`src/rtl/pc_seq_pkg.sv`:
```
// Shared definitions for the PC sequencer: jump condition codes, status flag
// bit positions, sequencer states and the condition evaluator.
package pc_seq_pkg;

  localparam logic [2:0] COND_ALWAYS = 3'd0;
  localparam logic [2:0] COND_EQ     = 3'd1;
  localparam logic [2:0] COND_NE     = 3'd2;
  localparam logic [2:0] COND_GT     = 3'd3;
  localparam logic [2:0] COND_GE     = 3'd4;
  localparam logic [2:0] COND_LT     = 3'd5;
  localparam logic [2:0] COND_LE     = 3'd6;
  localparam logic [2:0] COND_CS     = 3'd7;

  localparam int FLAG_Z = 3;
  localparam int FLAG_N = 2;
  localparam int FLAG_C = 1;
  localparam int FLAG_V = 0;

  typedef enum logic {
    ST_RUN  = 1'b0,
    ST_HALT = 1'b1
  } state_t;

  function automatic logic cond_true(input logic [2:0] cond, input logic [3:0] flags);
    logic z, n, c;
    z = flags[FLAG_Z];
    n = flags[FLAG_N];
    c = flags[FLAG_C];
    case (cond)
      COND_ALWAYS: cond_true = 1'b1;
      COND_EQ:     cond_true = z;
      COND_NE:     cond_true = !z;
      COND_GT:     cond_true = !z && !n;
      COND_GE:     cond_true = !n;
      COND_LT:     cond_true = n;
      COND_LE:     cond_true = z || n;
      COND_CS:     cond_true = c;
      default:     cond_true = 1'b0;
    endcase
  endfunction

endpackage

```
`src/rtl/ret_stack.sv`:
```
// Return-address LIFO. sp has one extra bit so that full and empty are distinct;
// the entry storage itself is not reset.
module ret_stack #(
  parameter int STACK_DEPTH = 4,
  parameter int PC_W        = 8
) (
  input  logic            clk,
  input  logic            rst,
  input  logic            push,
  input  logic            pop,
  input  logic [PC_W-1:0] push_data,
  output logic [PC_W-1:0] top_data,
  output logic            full,
  output logic            empty
);

  localparam int AW = $clog2(STACK_DEPTH);

  logic [PC_W-1:0] mem_r [STACK_DEPTH];
  logic [AW:0]     sp_r;
  logic [AW-1:0]   top_idx_s;

  assign full      = (sp_r == (AW+1)'(STACK_DEPTH));
  assign empty     = (sp_r == (AW+1)'(0));
  assign top_idx_s = sp_r[AW-1:0] - AW'(1);
  assign top_data  = mem_r[top_idx_s];

  // Stack pointer: push and pop are mutually exclusive from the sequencer.
  always_ff @(posedge clk or posedge rst) begin
    if (rst) begin
      sp_r <= (AW+1)'(0);
    end else if (push && !full) begin
      sp_r <= sp_r + (AW+1)'(1);
    end else if (pop && !empty) begin
      sp_r <= sp_r - (AW+1)'(1);
    end else begin
      sp_r <= sp_r;
    end
  end

  // Entry storage written at the current stack pointer.
  always_ff @(posedge clk) begin
    if (push && !full) begin
      mem_r[sp_r[AW-1:0]] <= push_data;
    end
  end

endmodule

```
`src/rtl/pc_sequencer.sv`:
```
// Program-counter controller: sequential fetch, conditional jumps, CALL/RET via
// the return stack, stall and halt with sticky stack error flags.
module pc_sequencer
  import pc_seq_pkg::*;
#(
  parameter int PC_W        = 8,
  parameter int STACK_DEPTH = 4
) (
  input  logic            clk,
  input  logic            rst,
  input  logic            stall,
  input  logic            halt,
  input  logic            jmp_en,
  input  logic [2:0]      jmp_cond,
  input  logic            call,
  input  logic            ret,
  input  logic [PC_W-1:0] target,
  input  logic [3:0]      flags,
  output logic [PC_W-1:0] pc,
  output logic            pc_valid,
  output logic            halted,
  output logic            stack_overflow,
  output logic            stack_underflow
);

  state_t          state_r;
  logic [PC_W-1:0] pc_r;
  logic [PC_W-1:0] pc_inc_s;
  logic [PC_W-1:0] stack_top_s;
  logic            ovf_r;
  logic            unf_r;
  logic            run_s;
  logic            push_s;
  logic            pop_s;
  logic            full_s;
  logic            empty_s;
  logic            jmp_take_s;
  logic            unused_s;

  // run_s is true only when ret/call/jmp/increment may act this cycle.
  assign run_s      = (state_r == ST_RUN) && !stall && !halt;
  assign pop_s      = run_s && ret && !empty_s;
  assign push_s     = run_s && !ret && call && !full_s;
  assign pc_inc_s   = pc_r + PC_W'(1);
  assign jmp_take_s = jmp_en && cond_true(jmp_cond, flags);
  assign unused_s   = flags[FLAG_V];

  ret_stack #(
    .STACK_DEPTH (STACK_DEPTH),
    .PC_W        (PC_W)
  ) u_stack (
    .clk       (clk),
    .rst       (rst),
    .push      (push_s),
    .pop       (pop_s),
    .push_data (pc_inc_s),
    .top_data  (stack_top_s),
    .full      (full_s),
    .empty     (empty_s)
  );

  // Sequencer FSM and next-PC selection in priority order.
  always_ff @(posedge clk or posedge rst) begin
    if (rst) begin
      state_r <= ST_RUN;
      pc_r    <= PC_W'(0);
      ovf_r   <= 1'b0;
      unf_r   <= 1'b0;
    end else begin
      case (state_r)
        ST_RUN: begin
          if (stall) begin
            pc_r <= pc_r;
          end else if (halt) begin
            state_r <= ST_HALT;
          end else if (ret) begin
            if (empty_s) begin
              unf_r   <= 1'b1;
              state_r <= ST_HALT;
            end else begin
              pc_r <= stack_top_s;
            end
          end else if (call) begin
            if (full_s) begin
              ovf_r   <= 1'b1;
              state_r <= ST_HALT;
            end else begin
              pc_r <= target;
            end
          end else if (jmp_take_s) begin
            pc_r <= target;
          end else begin
            pc_r <= pc_inc_s;
          end
        end
        ST_HALT: begin
          state_r <= ST_HALT;
        end
        default: begin
          state_r <= ST_HALT;
        end
      endcase
    end
  end

  assign pc              = pc_r;
  assign pc_valid        = (state_r == ST_RUN) && !stall;
  assign halted          = (state_r == ST_HALT);
  assign stack_overflow  = ovf_r;
  assign stack_underflow = unf_r;

endmodule

```
`config.mk`:
```
export PLATFORM = sky130hd
export DESIGN_NAME = pc_sequencer
export DESIGN_NICKNAME = d
export VERILOG_FILES = /design/src/rtl/pc_seq_pkg.sv /design/src/rtl/ret_stack.sv /design/src/rtl/pc_sequencer.sv
export SDC_FILE = /design/constraint.sdc
export NUM_CORES = 1
export LEC_CHECK = 0
export ABC_CLOCK_PERIOD_IN_PS = 2720
export BUFFER_PORTS_ARGS = -buffer_cell sky130_fd_sc_hd__buf_2
export CORE_MARGIN = 2
export CORE_UTILIZATION = 51
export DETAILED_ROUTE_END_ITERATION = 10
export PLACE_DENSITY = 0.79
export SLEW_MARGIN = 25
export SYNTH_ARGS = -nofsm -noshare
export SYNTH_HDL_FRONTEND = slang
export SYNTH_HIERARCHICAL = 1
export SYNTH_SLANG_ARGS = --single-unit
```
`constraint.sdc`:
```
create_clock -name clk -period 2.72 [get_ports clk]
set_clock_uncertainty 0.2 [all_clocks]
set_input_delay 0 -clock clk [delete_from_list [all_inputs] [get_ports clk]]
set_output_delay 0 -clock clk [all_outputs]
set_load 0.03 [all_outputs]
```
==> impl_results.rst, run 1 <==
.. list-table::
   :header-rows: 1

   * - Metric
     - Value
   * - Run status
     - finished clean
   * - RD Place Congestion
     - 0.763
   * - Compound-Gate Fraction of Synth Area
     - 0.0774
   * - Fillers
     - 303
   * - Starting DRT DRC Count
     - 143
   * - Die height
     - 70.4 µm
   * - Total vias in the final route
     - 1570
   * - FP Rows
     - 24
   * - Cell count of the worst reg-to-reg path
     - 10
   * - Sequential fraction of design power
     - 0.478
   * - Arrival time at the worst endpoint
     - 2.58 ns
   * - FF/Latch Area
     - 1310 µm²
   * - Worst-case hold slack
     - 0.0426 ns
   * - Final Setup Violations
     - 0
   * - Reg2reg end
     - pc[4]
   * - Slowest stage cell, crit path
     - sky130_fd_sc_hd__dlygate4sd3_1
   * - R2R setup slack
     - 0.13 ns
   * - Detailed-router iteration count before antenna repair
     - 5
   * - Most common flop cell mapped by yosys
     - sky130_fd_sc_hd__edfxtp_1
   * - Global-route wire length before repair
     - 7900 µm
   * - Launching point of the worst reg2reg path
     - u_stack/sp_r[1]
   * - Number of enable-type register cells in the synthesized netlist
     - 32
   * - Area after DPL
     - 2510 µm²
   * - Clock-pin slew of the registers on the worst-case setup and hold paths
     - 0.09 ns
   * - Number of pins exceeding their max-slew limit in the final report
     - 0
   * - Post-layout total power
     - 0.00178 W
   * - Adder and majority gate portion of the synthesized area
     - 0.0367
   * - Tmin final
     - 2.59 ns
   * - Internal power component
     - 0.00126 W
   * - Chip Width
     - 70.4 µm
   * - Slowest stage delay, CP
     - 0.58 ns
   * - Cell area after synthesis
     - 2250 µm²
   * - Count leader, synth
     - sky130_fd_sc_hd__edfxtp_1
   * - Maximum number of pins on one net before global-route repair
     - 17
   * - Global router's overall resource usage
     - 0.216
   * - Inserted Diodes
     - 0
   * - Maximum root-to-sink buffer count
     - 2
   * - Max Fclk
     - 386 MHz
   * - Residual overflow from global routing
     - 0
   * - Yosys reg bits
     - 46
   * - Num CTS Buffers
     - 5
   * - Post-route DRC
     - 0
   * - Area of all placed cells without fillers
     - 2870 µm²
   * - Normalized max-slew margin
     - 0.535
   * - Share of cells above drive strength 1
     - 0.304
   * - Proportion of power drawn by the clock network
     - 0.265
   * - Average instance area after synthesis
     - 13.7 µm²
   * - Detailed Place HPWL
     - 3240 µm
   * - Type of the setup path with the least slack
     - flop to flop
   * - Final wirelength
     - 5040 µm
   * - Final hold violation count
     - 0
   * - Routed wire per std cell
     - 17.9 µm
   * - Switching pwr
     - 0.000524 W
   * - Share of the cycle needed by the critical path after routing
     - 0.953
   * - Ordered list of cells on the worst path
     - inv_1 -> ha_4 -> nand2b_4 -> inv_1 -> a21oi_1 -> nand3_2 -> buf_4 -> nand2_1 -> o221ai_1 -> dlygate4sd3_1
   * - Nature of the critical path startpoint
     - flop
   * - CTS tree
     - built
   * - Number of cells traversed by the worst hold path
     - 5
   * - Endpoint required time on the critical path
     - 2.71 ns
   * - Core box area
     - 4290 µm²
   * - Nets
     - 257
   * - Post-synthesis sequential area ratio
     - 0.584
   * - Kind of end point of the critical path
     - flop
   * - Number of distinct library cell variants in the gate-level netlist after synthesis
     - 42
   * - Initial core utilization
     - 0.523
   * - Area growth from synthesis to layout
     - 27.5%
   * - Most frequent cells after synthesis
     - sky130_fd_sc_hd__edfxtp_1 (32), sky130_fd_sc_hd__nand2_1 (22), sky130_fd_sc_hd__dfrtp_1 (14)
   * - # H-tree levels
     - 2
   * - Gate count of the mapped netlist
     - 164
   * - Via count of the first global-routing pass
     - 1612
   * - Antenna violation net count after detailed routing
     - 0
   * - Placed Cells incl. Taps
     - 250
   * - Worst Hold Launch
     - halt
   * - Synth top area share
     - 0.428
   * - Parity-gate share of the synthesized area counting xor and xnor cells
     - 0.0312
   * - Synthesized Nets
     - 192
   * - Crit Path Max Fanout
     - 11
   * - Non-filler instance count after layout
     - 282
   * - Clk root buf
     - sky130_fd_sc_hd__clkbuf_8
   * - Yosys warning total
     - 6
   * - Cell type with the largest total area after synthesis
     - sky130_fd_sc_hd__edfxtp_1
   * - Worst hold path class
     - primary input to flop
   * - Boundary pin count
     - 34
   * - Clock Latency Late Sink
     - 0.31 ns
   * - Async set or reset register ratio after synthesis
     - 0.304
   * - Total area of multi-input combinational cells
     - 898 µm²
   * - Full die area
     - 4950 µm²
   * - Static Leak
     - 1.18 nW
   * - Multiplexer fraction of the synthesized cell area
     - 0.118
   * - Vias per cell
     - 5.57
   * - Cell seen most often among critical-path stages
     - sky130_fd_sc_hd__inv_1
   * - Switch share
     - 0.294
   * - Initial antenna violation count
     - 0
   * - Simple-gate area share of the yosys netlist
     - 0.125
   * - Power per unit of standard cell area
     - 623 nW/µm²
   * - Combinational share of power
     - 0.257
   * - Maximum vdd drop
     - 0.000377 V
   * - Worst Hold End
     - u_stack/sp_r[2]
   * - Max-cap violations
     - 0
   * - Top area cells in the synthesized netlist
     - sky130_fd_sc_hd__edfxtp_1 (43%), sky130_fd_sc_hd__dfrtp_1 (16%), sky130_fd_sc_hd__mux4_2 (8.0%)
   * - Largest family of logic cells by synthesized area
     - simple AND/OR/NAND/NOR gates
   * - Actual transition at the worst max-transition pin
     - 0.696 ns
   * - # clock sinks
     - 46
   * - # port buffers
     - 32
## per-layer routing
layer | vias to the layer above | track usage | wire length (µm)
li1 | 741 | - | -
met1 | 761 | 0.284 | 2080
met2 | 58 | 0.340 | 2550
met3 | 10 | 0.0519 | 294
met4 | 0 | 0.103 | 114
met5 | - | 0 | 0
## state kept, by name, summed over array words and instances (netlist names)
signal           cells
u_stack/mem_r       32
halted               1
stack_underflow      1
pc                   8
stack_overflow       1
u_stack/sp_r         3
## how the worst max path moves through the flow
stage	cells after the start	slack, ns	to	startpoint
floorplan	12	0.008	u_stack/sp_r[2]	u_stack/sp_r[0]
global placement	11	0.23	u_stack/sp_r[2]	u_stack/sp_r[1]
detailed placement	11	0.12	u_stack/sp_r[2]	u_stack/sp_r[1]
CTS	10	0.03	pc[2]	u_stack/sp_r[1]
global route	10	-0.01	pc[2]	u_stack/sp_r[1]
finish	10	0.13	pc[4]	u_stack/sp_r[1]
## layout by cell type, fill, tap and decap left out, types with 2 or more instances in the layout
master / n
sky130_fd_sc_hd__or2_2: 2
sky130_fd_sc_hd__nand3_1: 3
sky130_fd_sc_hd__mux4_2: 8
sky130_fd_sc_hd__nand2_1: 22
sky130_fd_sc_hd__nor2_1: 5
sky130_fd_sc_hd__nor2b_1: 3
sky130_fd_sc_hd__xor2_1: 3
sky130_fd_sc_hd__nand3b_1: 2
sky130_fd_sc_hd__dfrtp_1: 14
sky130_fd_sc_hd__ha_1: 4
sky130_fd_sc_hd__buf_4: 8
sky130_fd_sc_hd__o221ai_1: 7
sky130_fd_sc_hd__mux2i_1: 7
sky130_fd_sc_hd__xnor2_1: 5
sky130_fd_sc_hd__inv_2: 2
sky130_fd_sc_hd__and2_1: 3
sky130_fd_sc_hd__dlygate4sd3_1: 22
sky130_fd_sc_hd__inv_1: 9
sky130_fd_sc_hd__edfxtp_1: 32
sky130_fd_sc_hd__nor4b_1: 2
sky130_fd_sc_hd__nor3_1: 2
sky130_fd_sc_hd__clkinvlp_4: 2
sky130_fd_sc_hd__clkbuf_8: 5
sky130_fd_sc_hd__buf_2: 32
sky130_fd_sc_hd__a21oi_1: 3
## worst max-delay path: cells and delay by family (launching register included)
| family | cells | cell delay (ns) |
|---|---|---|
| flops | 1 | 0.36 |
| compound gates | 2 | 0.37 |
| fa+ha+maj | 1 | 0.19 |
| simple gates | 3 | 0.39 |
| buf+inv | 4 | 0.96 |
## power groups by stage
stage | sequential, W | clock [W] | combinational (W)
2_1_floorplan | 0.000910 | 0 | 0.000248
3_3_place_gp | 0.000866 | 0 | 0.000404
3_5_place_dp | 0.000869 | 0 | 0.000413
4_1_cts | 0.000853 | 0.000482 | 0.000457
5_1_grt | 0.000861 | 0.000505 | 0.000502
6_report | 0.000853 | 0.000472 | 0.000459
## through the flow
stage / setup WS, ns / TNS, ns / utilization
3_3_place_gp: 0.230 / 0 / 0.584
5_1_grt: -0.0132 / -0.0327 / 0.667
2_1_floorplan: 0.00834 / 0 / -
4_1_cts: 0.0312 / 0 / 0.661
6_report: 0.128 / 0 / 0.667
3_5_place_dp: 0.117 / 0 / 0.584
## cell families (layout without fill, tap and decap cells)
group	after synthesis	in the layout
AND/OR/NAND/NOR	53	53
flip-flops	46	46
AO/OA/AOI/OAI	20	20
multiplexers	16	16
buffers and inverters	15	81
XOR/XNOR	8	8
adder cells (fa/ha/maj)	6	6
## layout make-up
type                    count  share of cell area
flip-flops and latches     46               0.458
multi-input cells         103               0.314
repair buffers             62               0.154
clock buffers               6              0.0328
well taps                  52              0.0227
inverters                  11              0.0144
clock inverters             2             0.00524
## repair_timing
action / CTS / global route
buffers inserted: 0 / 2
hold endpoints to repair: 26 / 0
endpoints found under the setup margin: 0 / 5
gates resized for setup: 0 / 2
hold buffers: 22 / 0
Power figures use the tool's default switching activity.
==> run 2: changes to the inputs <==
Settings changed: ABC_AREA from default to 1, CORE_UTILIZATION 51 to 52.
==> run 2 against run 1 <==
Via count up 22%. Synthesized area up 14%. Clock power down 12%. Core utilization down 2.4 points. Register-to-register slack better by 0.02 ns. Routed wire length up 1.7%. Sequential share of layout area down 2.9 points. Largest cell class unchanged. Largest power group unchanged. Highest routed layer unchanged.
==> impl_results.rst, run 2 <==
.. list-table::
   :header-rows: 1

   * - Metric
     - Value
   * - Clock-pin slew of the registers on the worst-case setup and hold paths
     - 0.08 ns
   * - Full die area
     - 5520 µm²
   * - Actual transition at the worst max-transition pin
     - 0.473 ns
   * - Critical path's top delay family
     - simple AND/OR/NAND/NOR gates
   * - Area growth from synthesis to layout
     - 19.1%
   * - Total area of multi-input combinational cells
     - 1090 µm²
   * - Slowest stage delay, CP
     - 0.44 ns
   * - Vias per cell
     - 5.07
   * - Setup bufs post-CTS
     - 0
   * - Boundary pin count
     - 34
   * - Routed met2 length
     - 2540 µm
   * - Most frequent cells after synthesis
     - sky130_fd_sc_hd__nand2_1 (45), sky130_fd_sc_hd__edfxtp_1 (32), sky130_fd_sc_hd__nor2_1 (31)
   * - Clock Latency Late Sink
     - 0.29 ns
   * - Max-cap violations
     - 0
   * - # H-tree levels
     - 2
   * - Global-route wire length before repair
     - 8650 µm
   * - RD Place Congestion
     - 0.785
   * - Cell count of the worst reg-to-reg path
     - 11
   * - Initial core utilization
     - 0.540
   * - Share of the cycle needed by the critical path after routing
     - 0.945
   * - Kind of end point of the critical path
     - flop
   * - R2R setup slack
     - 0.15 ns
   * - Total vias in the final route
     - 1917
   * - Top layer in use
     - met4
   * - Post-synthesis sequential area ratio
     - 0.510
   * - Sum of met3 wire segment lengths after detailed routing
     - 217 µm
   * - Inserted Diodes
     - 0
   * - Reg2reg end
     - u_stack/sp_r[2]
   * - Maximum root-to-sink buffer count
     - 2
   * - Normalized max-slew margin
     - 0.684
   * - Routed wire per std cell
     - 13.6 µm
   * - Antenna violation net count after detailed routing
     - 0
   * - Area after DPL
     - 2800 µm²
   * - Initial antenna violation count
     - 0
   * - Final wirelength
     - 5130 µm
   * - Final cell utilization of the core
     - 0.643
   * - Most common flop cell mapped by yosys
     - sky130_fd_sc_hd__edfxtp_1
   * - Area of all placed cells without fillers
     - 3060 µm²
   * - Starting DRT DRC Count
     - 136
   * - DRT met1 WL
     - 2300 µm
   * - Number of flip-flops under the largest register name
     - 32
   * - Die height
     - 74.3 µm
   * - Nets
     - 338
   * - Final hold violation count
     - 0
   * - Cell type with the largest total area after synthesis
     - sky130_fd_sc_hd__edfxtp_1
   * - Slowest stage cell, crit path
     - sky130_fd_sc_hd__dfrtp_1
   * - Most used cells in the layout excluding fill and tap cells
     - sky130_fd_sc_hd__nand2_1 (45), sky130_fd_sc_hd__buf_2 (32), sky130_fd_sc_hd__edfxtp_1 (32)
   * - Post-route DRC
     - 0
   * - FP Rows
     - 25
   * - CTS-repair resized insts
     - 0
   * - Nature of the critical path startpoint
     - flop
   * - Arrival time at the worst endpoint
     - 2.56 ns
   * - Chip Width
     - 74.3 µm
   * - Sum of buffers and inverters on the critical path
     - 3
   * - Global router's overall resource usage
     - 0.212
   * - Count leader, synth
     - sky130_fd_sc_hd__nand2_1
   * - Fin Setup TNS
     - 0 ns
   * - Synthesized Nets
     - 282
   * - Worst-case hold slack
     - 0.0579 ns
   * - Num CTS Buffers
     - 5
   * - Endpoint required time on the critical path
     - 2.71 ns
   * - Final Setup Violations
     - 0
   * - Cts hold-fix bufs
     - 17
   * - Yosys reg bits
     - 46
   * - Type of the setup path with the least slack
     - flop to flop
   * - Power per unit of standard cell area
     - 674 nW/µm²
   * - Yosys warning total
     - 6
   * - Average instance area after synthesis
     - 10.1 µm²
   * - Crit Path Max Fanout
     - 18
   * - Worst hold path class
     - primary input to asynchronous set/reset pin
   * - Ordered list of cells on the worst path
     - inv_8 -> ha_1 -> nand2_2 -> inv_1 -> nor4_2 -> nand2_4 -> fa_1 -> inv_1 -> nand4_1 -> nand3_1 -> nand2_1
   * - Core box area
     - 4750 µm²
   * - Fillers
     - 379
   * - Synth top area share
     - 0.374
   * - Maximum vdd drop
     - 0.000451 V
   * - FF/Latch Area
     - 1310 µm²
   * - Static Leak
     - 1.34 nW
   * - RSZ-0062 raised after global routing
     - false
   * - Detailed Place HPWL
     - 3420 µm
   * - Clk root buf
     - sky130_fd_sc_hd__clkbuf_8
   * - Detailed-router iteration count before antenna repair
     - 4
   * - Share of cells above drive strength 1
     - 0.325
   * - Max Fclk
     - 389 MHz
   * - Maximum number of pins on one net before global-route repair
     - 21
   * - Tmin final
     - 2.57 ns
   * - Most common cell after layout, fill and taps aside
     - sky130_fd_sc_hd__nand2_1
   * - Launching point of the worst reg2reg path
     - u_stack/sp_r[0]
   * - Cell area after synthesis
     - 2570 µm²
   * - # port buffers
     - 32
   * - # clock sinks
     - 46
   * - Via count of the first global-routing pass
     - 1844
   * - Cell seen most often among critical-path stages
     - sky130_fd_sc_hd__inv_1
   * - Number of enable-type register cells in the synthesized netlist
     - 32
   * - Gate count of the mapped netlist
     - 254
   * - Top area cells in the synthesized netlist
     - sky130_fd_sc_hd__edfxtp_1 (37%), sky130_fd_sc_hd__dfrtp_1 (14%), sky130_fd_sc_hd__nand2_1 (6.6%)
   * - Number of distinct library cell variants in the gate-level netlist after synthesis
     - 33
   * - Number of pins exceeding their max-slew limit in the final report
     - 0
   * - Async set or reset register ratio after synthesis
     - 0.304
   * - Run status
     - finished clean
   * - CTS tree
     - built
   * - Residual overflow from global routing
     - 0
-- run 2: cell count changes after synthesis, moves of 5 or more --
cell                       before  now
sky130_fd_sc_hd__nor2_2         0    9
sky130_fd_sc_hd__nor2_1         5   31
sky130_fd_sc_hd__nand2_2        0   17
sky130_fd_sc_hd__mux2i_1        7    0
sky130_fd_sc_hd__o22ai_2        0    8
sky130_fd_sc_hd__inv_1         10   22
sky130_fd_sc_hd__nand2_1       22   45
sky130_fd_sc_hd__o21ai_0        1   14
sky130_fd_sc_hd__mux4_2         8    0
sky130_fd_sc_hd__nand3_2        0   10
sky130_fd_sc_hd__nand3_1        4   13
sky130_fd_sc_hd__o221ai_1       7    0
sky130_fd_sc_hd__xnor2_1        5    0
-- run 2: worst register-to-register path, cell delays in order (launching register included) --
cell and delay (ns):
sky130_fd_sc_hd__dfrtp_1 0.44, sky130_fd_sc_hd__inv_8 0.10, sky130_fd_sc_hd__ha_1 0.25, sky130_fd_sc_hd__nand2_2 0.11, sky130_fd_sc_hd__inv_1 0.08, sky130_fd_sc_hd__nor4_2 0.41, sky130_fd_sc_hd__nand2_4 0.14, sky130_fd_sc_hd__fa_1 0.41
sky130_fd_sc_hd__inv_1 0.10, sky130_fd_sc_hd__nand4_1 0.10, sky130_fd_sc_hd__nand3_1 0.08, sky130_fd_sc_hd__nand2_1 0.05
-- run 2: stage by stage --
step	power (W)	setup WS [ns]	std cells
after global routing	0.00219	0.0175	378
after CTS	0.00207	0.123	378
final	0.00206	0.150	378
after global placement	0.00161	0.215	353
after detailed placement	0.00164	0.132	353
after floorplan	0.00148	0.0948	254
-- run 2: metal layers --
metal	up-vias	track usage
met1	905	0.287
met4	0	0.0774
met2	47	0.337
li1	956	-
met3	9	0.0488
met5	-	0
-- run 2: logic make-up after synthesis --
family	after synthesis	synth area share
AOI/OAI and AO/OA	31	0.0955
xor gates and xnor gates	4	0.0166
adders and majority gates	6	0.0321
buffers and inverters	31	0.0687
DFF	46	0.510
and+or+nand+nor	136	0.277
-- run 2: area by class of cell --
cell class / instances / share of cell area
flip-flops and latches: 46 / 0.429
multi-input cells: 177 / 0.355
repair buffers: 54 / 0.120
inverters: 26 / 0.0389
clock buffers: 8 / 0.0294
well taps: 67 / 0.0274
-- run 2: worst max-delay path by stage --
stage | depth (start not counted) | end | from | slack (ns)
final | 11 | u_stack/sp_r[2] | u_stack/sp_r[0] | 0.15
after global routing | 11 | u_stack/sp_r[2] | u_stack/sp_r[1] | 0.02
after CTS | 11 | u_stack/sp_r[2] | u_stack/sp_r[0] | 0.12
after detailed placement | 11 | u_stack/sp_r[2] | u_stack/sp_r[0] | 0.13
after global placement | 11 | u_stack/sp_r[2] | u_stack/sp_r[0] | 0.22
after floorplan | 13 | u_stack/sp_r[2] | u_stack/sp_r[0] | 0.09
-- run 2: power breakdown --
group | total (W) | switching, W | internal (W)
sequential | 0.000893 | 0.0000612 | 0.000832
clock | 0.000417 | 0.000210 | 0.000207
combinational | 0.000751 | 0.000484 | 0.000267
==> run 3: changes to the inputs <==
Settings changed: ABC_AREA 1 to 0, ABC_CLOCK_PERIOD_IN_PS 2720 to 2750, CORE_UTILIZATION 52 to 56, PLACE_DENSITY 0.79 to 0.82.
Clock period 2.72 ns to 2.75 ns, I/O delays scaled along.
==> run 3 against run 2 <==
Die area down 18%. Via count down 18%. Non-clock buffer count up 2. Routed wire length down 5.9%. Sequential power down 5.6%. Combinational power down 41%. Cell area down 8.6%. Sequential share of layout area up 4.0 points. Critical path type unchanged. Largest cell class unchanged. Largest power group unchanged.
==> impl_results.rst, run 3 (synthesized netlist as in run 1, its figures left out) <==
.. list-table::
   :header-rows: 1

   * - Metric
     - Value
   * - FP Rows
     - 23
   * - Total vias in the final route
     - 1568
   * - RD Place Congestion
     - 0.789
   * - Run status
     - finished clean
   * - Slowest stage delay, CP
     - 0.37 ns
   * - Inserted Diodes
     - 0
   * - Tmin final
     - 2.64 ns
   * - Most used cells in the layout excluding fill and tap cells
     - sky130_fd_sc_hd__buf_2 (32), sky130_fd_sc_hd__edfxtp_1 (32), sky130_fd_sc_hd__nand2_1 (22)
   * - Chip Width
     - 67.3 µm
   * - Ordered list of cells on the worst path
     - inv_1 -> ha_4 -> nand2_1 -> inv_1 -> nor4bb_2 -> a21boi_2 -> inv_1 -> fa_2 -> or2_2 -> a21oi_1 -> a221oi_2
   * - Post-route DRC
     - 0
   * - Max-cap violations
     - 0
   * - Detailed Place HPWL
     - 3280 µm
   * - FF/Latch Area
     - 1310 µm²
   * - Full die area
     - 4540 µm²
   * - Worst-case hold slack
     - 0.0696 ns
   * - Area after DPL
     - 2500 µm²
   * - Maximum number of pins on one net before global-route repair
     - 17
   * - Final cell utilization of the core
     - 0.709
   * - Nets
     - 251
   * - # H-tree levels
     - 2
   * - Cell seen most often among critical-path stages
     - sky130_fd_sc_hd__inv_1
   * - Starting DRT DRC Count
     - 122
   * - Type of the setup path with the least slack
     - flop to flop
   * - Worst hold path class
     - primary input to asynchronous set/reset pin
   * - CTS tree
     - built
   * - R2R setup slack
     - 0.11 ns
   * - Core box area
     - 3940 µm²
   * - Total area of multi-input combinational cells
     - 906 µm²
   * - Fillers
     - 265
   * - Max Fclk
     - 379 MHz
   * - Share of the cycle needed by the critical path after routing
     - 0.960
   * - Area growth from synthesis to layout
     - 24.4%
   * - Clock Latency Late Sink
     - 0.30 ns
   * - Fin Setup TNS
     - 0 ns
   * - Detailed-router iteration count before antenna repair
     - 4
   * - Routed wire per std cell
     - 17.6 µm
   * - Normalized max-slew margin
     - 0.589
   * - Initial core utilization
     - 0.570
   * - Crit Path Max Fanout
     - 5
   * - Share of cells above drive strength 1
     - 0.313
   * - Maximum vdd drop
     - 0.000402 V
   * - Number of pins exceeding their max-slew limit in the final report
     - 0
   * - Final Setup Violations
     - 0
   * - Global router's overall resource usage
     - 0.242
   * - Arrival time at the worst endpoint
     - 2.62 ns
   * - # port buffers
     - 32
   * - # clock sinks
     - 46
   * - Slowest stage cell, crit path
     - sky130_fd_sc_hd__dfrtp_1
   * - Clock-pin slew of the registers on the worst-case setup and hold paths
     - 0.09 ns
   * - Area of all placed cells without fillers
     - 2800 µm²
   * - Power per unit of standard cell area
     - 603 nW/µm²
   * - Number of flip-flops under the largest register name
     - 32
   * - Clk root buf
     - sky130_fd_sc_hd__clkbuf_8
   * - Static Leak
     - 1.14 nW
   * - Initial antenna violation count
     - 0
   * - Actual transition at the worst max-transition pin
     - 0.615 ns
   * - Vias per cell
     - 5.72
   * - Final wirelength
     - 4820 µm
   * - Kind of end point of the critical path
     - flop
   * - Residual overflow from global routing
     - 0
   * - Antenna violation net count after detailed routing
     - 0
   * - Nature of the critical path startpoint
     - flop
   * - Boundary pin count
     - 34
   * - RSZ-0062 raised after global routing
     - false
   * - Die height
     - 67.3 µm
   * - Num CTS Buffers
     - 5
   * - Global-route wire length before repair
     - 7690 µm
   * - Final hold violation count
     - 0
   * - Via count of the first global-routing pass
     - 1603
   * - Endpoint required time on the critical path
     - 2.73 ns
   * - Maximum root-to-sink buffer count
     - 2
==> run 3: cell count changes in the layout (fill, tap and decap cells not counted), moves of 7 or more <==
cell	change
sky130_fd_sc_hd__nand3_2	-9
sky130_fd_sc_hd__nand2_2	-17
sky130_fd_sc_hd__mux2i_1	+7
sky130_fd_sc_hd__mux4_2	+8
sky130_fd_sc_hd__nor2_1	-26
sky130_fd_sc_hd__o21ai_0	-13
sky130_fd_sc_hd__o221ai_1	+7
sky130_fd_sc_hd__nand2_1	-23
sky130_fd_sc_hd__nor2_2	-9
sky130_fd_sc_hd__inv_1	-13
sky130_fd_sc_hd__o22ai_2	-8
sky130_fd_sc_hd__nand3_1	-10
==> run 3: area by class of cell <==
type,instances,share of cell area
Timing Repair Buffer,56,0.138
Multi-Input combinational cell,103,0.324
Tap cell,50,0.0224
Clock inverter,3,0.00761
Clock buffer,5,0.0246
Sequential cell,46,0.469
Inverter,11,0.0148
==> run 3: worst max-delay path, delay by kind of cell (launching register included) <==
kind	cells	cell delay [ns]
AO/OA/AOI/OAI	3	0.49
adder cells (fa/ha/maj)	2	0.55
buffers and inverters	3	0.24
flip-flops	1	0.37
AND/OR/NAND/NOR	3	0.67
==> run 3: repair_timing <==
item,CTS,global route
hold endpoints to repair,26,0
setup buffers,1,0
gates resized for setup,0,5
hold buffers,18,0
setup endpoints to repair,1,3
pin swaps,0,1
==> run 3: metal layers <==
| layer | vias up | wire length (µm) | track usage |
|---|---|---|---|
| met5 | - | 0 | 0 |
| met4 | 0 | 83 | 0.0765 |
| met3 | 8 | 230 | 0.0533 |
| met2 | 50 | 2620 | 0.437 |
| met1 | 783 | 1890 | 0.286 |
| li1 | 727 | - | - |
==> run 3: final timing paths <==
| path | start | endpoint | cells past startpoint |
|---|---|---|---|
| max in group asynchronous | rst | u_stack/sp_r[1] | 4 |
| min reg2reg | stack_underflow | stack_underflow | 1 |
| min in group clk | flags[3] | pc[7] | 5 |
| min | rst | pc[0] | 3 |
| max reg2reg | u_stack/sp_r[1] | u_stack/sp_r[2] | 11 |
| max | u_stack/sp_r[1] | u_stack/sp_r[2] | 11 |
==> run 3: stage by stage <==
stage / worst slack, ns / total power [W] / instances
after global routing: 0.0112 / 0.00177 / 274
after floorplan: 0.00282 / 0.00114 / 164
after global placement: 0.152 / 0.00124 / 247
final: 0.110 / 0.00169 / 274
after CTS: 0.0614 / 0.00169 / 274
after detailed placement: 0.00645 / 0.00126 / 247
==> run 3: where the power goes <==
group | internal [W] | switching (W)
logic | 0.000204 | 0.000242
registers | 0.000800 | 0.0000435
clock network | 0.000178 | 0.000219
